===== config.mk =====
export PLATFORM = sky130hd
export DESIGN_NAME = instruction_loader
export DESIGN_NICKNAME = d
export VERILOG_FILES = /design/src/rtl/instruction_loader.sv
export SDC_FILE = /design/constraint.sdc
export NUM_CORES = 1
export LEC_CHECK = 0
export BUFFER_PORTS_ARGS = -buffer_cell sky130_fd_sc_hd__buf_2
export CAP_MARGIN = 20
export CELL_PAD_IN_SITES_DETAIL_PLACEMENT = 2
export CELL_PAD_IN_SITES_GLOBAL_PLACEMENT = 2
export CORE_ASPECT_RATIO = 1.25
export CORE_MARGIN = 4
export CORE_UTILIZATION = 39
export DETAILED_ROUTE_END_ITERATION = 8
export PLACE_DENSITY = 0.85
export SKIP_LAST_GASP = 1
export SYNTH_ARGS = -nofsm -noshare
export SYNTH_HDL_FRONTEND = slang
export SYNTH_SLANG_ARGS = --single-unit

===== constraint.sdc =====
create_clock -name clock -period 3.8 [get_ports clock]
set_input_delay 0.19 -clock clock [delete_from_list [all_inputs] [get_ports clock]]
set_output_delay 0.19 -clock clock [all_outputs]
set_load 0.01 [all_outputs]

===== src/rtl/instruction_loader.sv =====
// Instruction loader: assembles UART bytes into instruction words and writes them
// to an instruction memory.
//
// Byte stream: a count byte N, then N words of NB_DATA/8 bytes each, LSB first.
// Each completed word produces a one-cycle write strobe at byte address 4*word_cnt.
// Addresses wrap modulo 2^NB_ADDR. Exceeding TIMEOUT idle cycles mid-load drops
// the partial word and enters ERROR.
//
// Ports:
//   clock, reset    single clock, synchronous active-high reset
//   rx_data_i       received byte, qualified by rx_done_i
//   rx_done_i       one-cycle byte strobe
//   clear_i         return from DONE/ERROR to IDLE
//   inst_wr_en_o    one-cycle memory write strobe
//   inst_addr_o     byte address of the write (held between writes)
//   inst_data_o     assembled word (held between writes)
//   busy_o          load in progress (RECV or WRITE)
//   load_done_o     all N words written
//   error_o         inter-byte timeout occurred
module instruction_loader #(
  parameter int unsigned NB_DATA = 32,
  parameter int unsigned NB_ADDR = 10,
  parameter int unsigned TIMEOUT = 65535
) (
  input  logic               clock,
  input  logic               reset,
  input  logic [7:0]         rx_data_i,
  input  logic               rx_done_i,
  input  logic               clear_i,
  output logic               inst_wr_en_o,
  output logic [NB_ADDR-1:0] inst_addr_o,
  output logic [NB_DATA-1:0] inst_data_o,
  output logic               busy_o,
  output logic               load_done_o,
  output logic               error_o
);

  localparam int unsigned NbBytes  = NB_DATA / 8;
  localparam int unsigned ByteCntW = (NbBytes > 1) ? $clog2(NbBytes) : 1;

  typedef enum logic [2:0] {
    StIdle,
    StRecv,
    StWrite,
    StDone,
    StError
  } state_e;

  state_e                state_q;
  logic [7:0]            n_q;
  logic [7:0]            word_cnt_q;
  logic [ByteCntW-1:0]   byte_cnt_q;
  logic [NB_DATA-1:0]    word_q;
  logic [31:0]           timeout_q;
  logic                  wr_en_q;
  logic [NB_ADDR-1:0]    addr_q;
  logic [NB_DATA-1:0]    data_q;

  logic [NB_DATA-1:0]    word_with_byte;
  logic                  last_byte;
  logic                  last_word;
  logic                  timed_out;
  logic [NB_ADDR-1:0]    addr_cur;
  logic [NB_ADDR-1:0]    addr_nxt;

  // Current word with the incoming byte dropped into lane byte_cnt.
  always_comb begin
    word_with_byte = word_q;
    word_with_byte[8*byte_cnt_q +: 8] = rx_data_i;
  end

  assign last_byte = (byte_cnt_q == ByteCntW'(NbBytes - 1));
  assign last_word = (({1'b0, word_cnt_q} + 9'd1) == {1'b0, n_q});
  assign timed_out = (timeout_q >= (TIMEOUT - 1));
  assign addr_cur  = NB_ADDR'({word_cnt_q, 2'b00});
  assign addr_nxt  = NB_ADDR'({word_cnt_q + 8'd1, 2'b00});

  always_ff @(posedge clock) begin
    if (reset) begin
      state_q    <= StIdle;
      n_q        <= '0;
      word_cnt_q <= '0;
      byte_cnt_q <= '0;
      word_q     <= '0;
      timeout_q  <= '0;
      wr_en_q    <= 1'b0;
      addr_q     <= '0;
      data_q     <= '0;
    end else begin
      wr_en_q <= 1'b0;
      unique case (state_q)
        StIdle: begin
          if (rx_done_i) begin
            n_q        <= rx_data_i;
            word_cnt_q <= '0;
            byte_cnt_q <= '0;
            word_q     <= '0;
            timeout_q  <= '0;
            state_q    <= (rx_data_i == 8'd0) ? StDone : StRecv;
          end
        end

        StRecv: begin
          if (rx_done_i) begin
            timeout_q <= '0;
            word_q    <= word_with_byte;
            if (last_byte) begin
              // Stage the write now so the strobe lands on the very next edge.
              byte_cnt_q <= '0;
              data_q     <= word_with_byte;
              addr_q     <= addr_cur;
              wr_en_q    <= 1'b1;
              state_q    <= StWrite;
            end else begin
              byte_cnt_q <= byte_cnt_q + 1'b1;
            end
          end else if (timed_out) begin
            state_q <= StError;
          end else begin
            timeout_q <= timeout_q + 32'd1;
          end
        end

        StWrite: begin
          word_cnt_q <= word_cnt_q + 8'd1;
          if (last_word) begin
            state_q <= StDone;
          end else if (rx_done_i) begin
            // Byte arriving during the write is byte 0 of the next word.
            timeout_q <= '0;
            word_q    <= word_with_byte;
            if (last_byte) begin
              // Single-byte words: this byte completes the next word already.
              data_q  <= word_with_byte;
              addr_q  <= addr_nxt;
              wr_en_q <= 1'b1;
              state_q <= StWrite;
            end else begin
              byte_cnt_q <= byte_cnt_q + 1'b1;
              state_q    <= StRecv;
            end
          end else begin
            timeout_q <= timeout_q + 32'd1;
            state_q   <= StRecv;
          end
        end

        StDone, StError: begin
          if (clear_i) begin
            state_q <= StIdle;
          end
        end

        default: state_q <= StIdle;
      endcase
    end
  end

  assign inst_wr_en_o = wr_en_q;
  assign inst_addr_o  = addr_q;
  assign inst_data_o  = data_q;
  assign busy_o       = (state_q == StRecv) || (state_q == StWrite);
  assign load_done_o  = (state_q == StDone);
  assign error_o      = (state_q == StError);

endmodule

# After elaboration in Yosys (flattened, before gate mapping)
# Cells that the tools add are included.
dict set report word_totals {
  reg_bits 128
  inputBits 12
  out_inout_bits 46
}
dict set report op_classes {
  n_addsub 5
  n_lt_le_gt_ge 1
  eq_ne 17
  shifts 2
  muxes 43
  reduce_logical 15
}
# operator n
set op_table {}
lappend op_table {{2-to-1 mux 32 bit} 10}
lappend op_table {{one-hot mux 32 bit (3 select lines)} 2}
lappend op_table {{one-hot mux 32 bit (2 select lines)} 1}
lappend op_table {{2-to-1 mux 10 bit} 5}
lappend op_table {{negation 5 -> 34 bit} 1}
lappend op_table {{variable shift 8 x 34 -> 32 bit (first input constant)} 1}
lappend op_table {{indexed part select 8 x 34 -> 32 bit} 1}
lappend op_table {{adder 32 x 1 -> 32 bit (second input constant)} 1}
lappend op_table {{bitwise mux 32 bit} 1}
lappend op_table {{>= comparator 32 x 16 -> 1 bit (second input constant)} 1}
lappend op_table {{2-to-1 mux 3 bit} 7}
lappend op_table {{one-hot mux 10 bit (2 select lines)} 1}
lappend op_table {{2-to-1 mux 2 bit} 8}
lappend op_table {{inequality test 2 bit (second input constant)} 8}
lappend op_table {{one-hot mux 8 bit (2 select lines)} 1}
lappend op_table {{one-hot mux 3 bit (4 select lines)} 1}
lappend op_table {{AND reduction 6 bit} 2}
lappend op_table {{adder 8 x 1 -> 9 bit (second input constant)} 1}
lappend op_table {{equality test 9 x 8 -> 1 bit} 1}
lappend op_table {{inequality test 3 bit (second input constant)} 3}
lappend op_table {{adder 8 x 1 -> 8 bit (second input constant)} 1}
lappend op_table {{logical NOT 8 bit} 1}
lappend op_table {{2-to-1 mux 8 bit} 1}
lappend op_table {{AND reduction 4 bit} 2}
lappend op_table {{15 further kinds} 21}

# Longest topological paths before layout
dict set report logic_depth {
  depth_word 7
  depth_mapped 11
  mapped_depth_nobuf 8
}

# Worst setup path before layout
# Ideal clock, no wire load.
dict set report synth_path {
  path_kind {register to register}
  from {register word_cnt_q[0]}
  to {register addr_q[6] (netlist: inst_addr_o[6])}
  arrival_ps 2355
  path_slack_ps 1302
  stages_incl_launch_ff 11
  path_buffers 3
  cell_sequence {dfxtp_1 -> ha_1 -> buf_2 -> nand3b_1 -> a221oi_1 -> o2111ai_2 -> or4_1 -> clkbuf_1 -> buf_2 -> a21oi_1 -> a311oi_2}
}
dict set report synth_via {
  elab_chain_len 5
  elab_cells_between_ends 9
  classes_between {2 x add/sub; 2 x eq/ne; 4 x mux; 1 x reduce/logical}
}
# element line
set synth_lines {}
lappend synth_lines {{start: declaration} 51} ;# logic [7:0] word_cnt_q;
lappend synth_lines {{start signal: assignment} 125} ;# word_cnt_q <= word_cnt_q + 8'd1;
lappend synth_lines {{branches (longest 5 deep; another with adder 8 x 1 -> 9 bit)} n/a}
lappend synth_lines {{end signal: assignment} 111} ;# addr_q <= addr_cur;
lappend synth_lines {{end signal: assignment} 135} ;# addr_q <= addr_nxt;
lappend synth_lines {{end: declaration} 56} ;# logic [NB_ADDR-1:0] addr_q;
# Several ways; the timed one is not identified. The select of a mux whose other input is x is not followed.
# A chain may end at the register's enable or synchronous reset.

# Worst setup path after layout
dict set report layout_path {
  from {register word_cnt_q[0]}
  to {register word_q[31]}
}
dict set report layout_via {
  elab_chain_len 4
}
# element line
set layout_lines {}
lappend layout_lines {{adder 8 x 1 -> 9 bit} 73} ;# assign last_word = (({1'b0, word_cnt_q} + 9'd1) == {1'b0, n_q});
lappend layout_lines {{equality test 9 x 8 -> 1 bit} 73}
lappend layout_lines {{inequality test 2 bit (no source line)} n/a}
lappend layout_lines {{AND reduction 3 bit (no source line)} n/a}
lappend layout_lines {{end signal: assignment} 106} ;# word_q <= word_with_byte;
lappend layout_lines {{end signal: assignment} 131} ;# word_q <= word_with_byte;
lappend layout_lines {{end: declaration} 53} ;# logic [NB_DATA-1:0] word_q;
# Every way passes these cells.

==> results.txt <==
The top achievable clock speed came out at 0.296 GHz. The clock latency reported for the late side of the worst-skew pair came out at 0.43 ns. Measured along the x axis, the die boundary spans 125 µm. The post-synthesis cell type count came out at 62. The count of yosys warnings during synthesis came out at 0.

In this run, CTS created clock tree buffers numbering 17. Power spread over the standard cell area amounts to 443 mW/mm². The fraction of the yosys area taken by sequential cells is 0.377.

Port buffering added 55 buffers. The via count came out at 6,621. VDD sags by at most 334 µV. The power consumption is 3.41 mW.

The post-synthesis area per instance came out at 8.49 µm². The share of synthesized area in the top cell type comes to 0.377. The y dimension of the die came out at 154 µm. The reg-to-reg critical path startpoint is word_cnt_q[0]. In the finished design, the share of the clock period the worst path needs comes to 0.889.

Once the clock tree was built, the resizer swapped 0 gates to a different size. After synthesis, the largest family of logic cells by area is compound AO/OA/AOI/OAI gates. Setup repair after global routing left no endpoint under its margin. Of the total synthesized cell area, the portion taken by AND, OR, NAND and NOR gates is 0.228. The mux contribution to synthesized area is 0.00318. The post-placement cell area is 0.00705 mm². At the end of the flow, the number of nets in the layout was 833. The worst path arrival time is 3.71 ns. The critical path starts at word_cnt_q[0].

The static power due to leakage is 2.56 nW. The fraction of final layout cells with drive strength greater than 1 came out at 0.191. The final routed wire length divided by cell count is 24.6 µm. The global-route usage over all layers came out at 0.267. The area of the placeable core came out at 0.0168 mm².

The synthesized-area fraction occupied by ao, oa, aoi and oai cells is 0.295. After synthesis, the share of flip-flops with an asynchronous set or reset is 0. The post-route antenna net violation count came out at 0. The initial utilization of the core area, before any placement, comes to 0.397. Synthesis inferred 126 register bits.

The post-CTS setup buffer count is 0. TritonCTS built the clock tree. The worst hold path cell count is 3. The clock sink count came out at 126. The run finished with clean final reports. Summed over all failing endpoints, the final setup total negative slack is 0 ns. No sink is reached through more buffers than the 2 on the longest clock path.

The critical path in this run is classified as flop to flop. Of the total synthesized cell area, the portion taken by full adders, half adders and majority gates is 0.0187. The final estimated routing congestion in global placement came out at 0.844. The category of cells accounting for the largest share of critical-path delay is compound AO/OA/AOI/OAI gates.

The floorplan step defined a die boundary enclosing 0.0193 mm². The worst min-delay path startpoint is rx_data_i[4]. The sum of net half-perimeters after detailed placement came out at 15,100 µm. The reg-to-reg critical path endpoint is word_q[31]. The H-tree depth is 4.

The post-route minimum period is 3.38 ns. The worst setup path is launched from a flop. The count of antenna diodes in the layout came out at 0.

Data on the critical path is required at its endpoint by 4.13 ns. The setup check on the worst reg-to-reg path leaves a slack of 0.42 ns. The via density per instance is 6.35. The most common flop cell mapped by yosys is sky130_fd_sc_hd__dfxtp_1. The global-route wire length before repair came out at 41,900 µm. The buffering stage count on the worst path with inverters included came out at 1. The clock edge transition at the registers on the reported setup and hold paths is 0.06 ns. After technology mapping, the gate count stands at 788.

The library cell used most frequently in the layout, excluding fill and tap cells, is sky130_fd_sc_hd__a21oi_1. The hold path endpoint is n_q[4]. The final-report hold violation count is 0. The headroom to the max-slew limit came out at 0.359. The library cells used most frequently in the layout, excluding fill and tap cells, are 129 x sky130_fd_sc_hd__a21oi_1, 126 x sky130_fd_sc_hd__dfxtp_1, 63 x sky130_fd_sc_hd__or4_1. Across the routed clock network, the largest skew measured is 0.00885 ns. The area of all placed cells without fillers came out at 0.00769 mm².

The signal on the critical path passes through ha_1, nand3b_1, a221oi_1, o2111ai_2, o41ai_4, buf_4, o21ai_0, a21oi_1. The root buffer cell chosen for the clock tree is sky130_fd_sc_hd__clkbuf_16. The maximum fanout along the worst path came out at 58. The DRC violation count after routing came out at 0. At the pin with the least slew margin, the transition time is 0.955 ns.

The post-synthesis xor/xnor area fraction came out at 0.0144. STA classifies the critical path endpoint as a flop. The post-route worst setup slack is 0.423 ns.

The number of pins with negative max-slew slack in the final report came out at 0. Yosys attributes the largest share of cell area to sky130_fd_sc_hd__dfxtp_1 38%, sky130_fd_sc_hd__a21oi_1 9.7%, sky130_fd_sc_hd__or4_1 7.1%, sky130_fd_sc_hd__o21ai_0 4.0%, sky130_fd_sc_hd__a21oi_2 3.9%. In this design, the stage delay of the slowest critical-path cell is 0.58 ns. The initial antenna violation count is 0. The count of flip-flops with a built-in enable after synthesis came out at 0. The number of ports placed on the die boundary came out at 58.

The path depth of the worst reg2reg path came out at 8. The area occupied by multi-input gates came out at 0.00377 mm². For this design, the CTS-stage hold fixing added 0 buffers. The area growth from synthesis to layout is 14.9%. The initial detailed-routing violation count is 361. The number of max-cap violations came out at 0. The area of the mapped netlist is 0.00669 mm².

The placement-stage worst setup slack came out at 0.650 ns. The wire length after detailed routing came out at 25,600 µm. In this run the core area contains 53 standard-cell rows.

sky130_fd_sc_hd__dfxtp_1 takes more of the synthesized area than any other cell. The pin count of the biggest net entering global routing is 66. The slowest cell on the critical path is sky130_fd_sc_hd__o41ai_4.

The total congestion overflow is 0. Fill cells in the final layout number 1,886. Setup violations remaining at the end of the flow were counted as 0. The first-pass detailed-route iteration total came out at 5.

The via count of the first global-routing pass came out at 7,384. Registers take 0.00252 mm². The min-delay analysis places its worst path in the category input port to flop.
## through the flow
| step | hold slack, ns | std cells | util |
|---|---|---|---|
| finish | 0.125 | 1043 | 0.456 |
| global route | 0.116 | 1043 | 0.456 |
| CTS | 0.0946 | 1043 | 0.456 |
| detailed placement | 0.467 | 1012 | 0.419 |
| global placement | 0.450 | 1012 | 0.419 |
| floorplan | 0.326 | 789 | - |
## routing by layer
| metal | up-vias | part of all wire | track usage |
|---|---|---|---|
| li1 | 3026 | - | - |
| met1 | 3397 | 0.41 | 0.303 |
| met2 | 143 | 0.53 | 0.489 |
| met3 | 55 | 0.027 | 0.0480 |
| met4 | 0 | 0.030 | 0.113 |
| met5 | - | 0 | 0 |
## where the power goes
group | internal (mW) | switching [mW] | total [mW]
Sequential | 1.34 | 0.0181 | 1.35
Clock | 1.14 | 0.660 | 1.80
Combinational | 0.0643 | 0.193 | 0.257
Total | 2.54 | 0.870 | 3.41
## flip-flops by register name, indices dropped and copies added, names as in the netlist
| register | cells |
|---|---|
| inst_addr_o | 8 |
| word_q | 32 |
| state_q | 3 |
| inst_wr_en_o | 1 |
| n_q | 8 |
| byte_cnt_q | 2 |
| timeout_q | 32 |
| inst_data_o | 32 |
| word_cnt_q | 8 |
## cell usage after synthesis (2+ instances only)
cell type	n
sky130_fd_sc_hd__buf_2	21
sky130_fd_sc_hd__ha_1	10
sky130_fd_sc_hd__and4_1	6
sky130_fd_sc_hd__a211oi_1	31
sky130_fd_sc_hd__nor3_1	12
sky130_fd_sc_hd__nand4_1	12
sky130_fd_sc_hd__nor4_1	7
sky130_fd_sc_hd__a311oi_2	5
sky130_fd_sc_hd__or4_1	63
sky130_fd_sc_hd__xnor2_1	6
sky130_fd_sc_hd__nand2b_1	6
sky130_fd_sc_hd__and2_1	3
sky130_fd_sc_hd__a311o_1	2
sky130_fd_sc_hd__inv_1	10
sky130_fd_sc_hd__o211ai_1	2
sky130_fd_sc_hd__xor2_1	5
sky130_fd_sc_hd__o31ai_1	24
sky130_fd_sc_hd__buf_4	6
sky130_fd_sc_hd__o21ai_0	54
sky130_fd_sc_hd__nor2b_1	33
sky130_fd_sc_hd__a31oi_1	2
sky130_fd_sc_hd__or3_1	16
sky130_fd_sc_hd__a211oi_2	5
sky130_fd_sc_hd__a21oi_1	129
sky130_fd_sc_hd__dfxtp_1	126
sky130_fd_sc_hd__nor2_1	13
sky130_fd_sc_hd__clkbuf_1	38
sky130_fd_sc_hd__nand3b_1	2
sky130_fd_sc_hd__buf_6	6
sky130_fd_sc_hd__a21oi_2	30
sky130_fd_sc_hd__and3_1	7
sky130_fd_sc_hd__nand2_1	47
sky130_fd_sc_hd__nand3_1	20
## worst reg2reg max path: stages (launching register included)
cell and delay, ns:
sky130_fd_sc_hd__dfxtp_1 0.47, sky130_fd_sc_hd__ha_1 0.48, sky130_fd_sc_hd__nand3b_1 0.15, sky130_fd_sc_hd__a221oi_1 0.35
sky130_fd_sc_hd__o2111ai_2 0.25, sky130_fd_sc_hd__o41ai_4 0.58, sky130_fd_sc_hd__buf_4 0.53, sky130_fd_sc_hd__o21ai_0 0.23
sky130_fd_sc_hd__a21oi_1 0.24
## final cells by class
| class | count | share of cell area |
|---|---|---|
| Inverter | 11 | 0.00537 |
| Tap cell | 220 | 0.0358 |
| Clock inverter | 12 | 0.0239 |
| Timing Repair Buffer | 76 | 0.0566 |
| Clock buffer | 19 | 0.0589 |
| Sequential cell | 126 | 0.328 |
| Multi-Input combinational cell | 579 | 0.491 |
## worst max-delay path by stage
stage | slack [ns] | cells after the start | endpoint
after floorplan | 1.30 | 10 | inst_addr_o[6]
after global routing | 0.18 | 8 | word_q[31]
final | 0.42 | 8 | word_q[31]
after CTS | 0.44 | 8 | word_q[31]
after global placement | 0.97 | 8 | word_q[15]
after detailed placement | 0.65 | 8 | word_q[15]
## logic make-up (layout without fill, tap and decap cells)
| logic type | Yosys count | after routing |
|---|---|---|
| AO/OA/AOI/OAI | 300 | 300 |
| XOR/XNOR | 11 | 11 |
| adder cells (fa/ha/maj) | 10 | 10 |
| buffers and inverters | 84 | 118 |
| flip-flops | 126 | 126 |
| multiplexers | 2 | 2 |
| other | 1 | 2 |
| AND/OR/NAND/NOR | 254 | 254 |
Note: power is estimated with default switching activity, not from simulation.
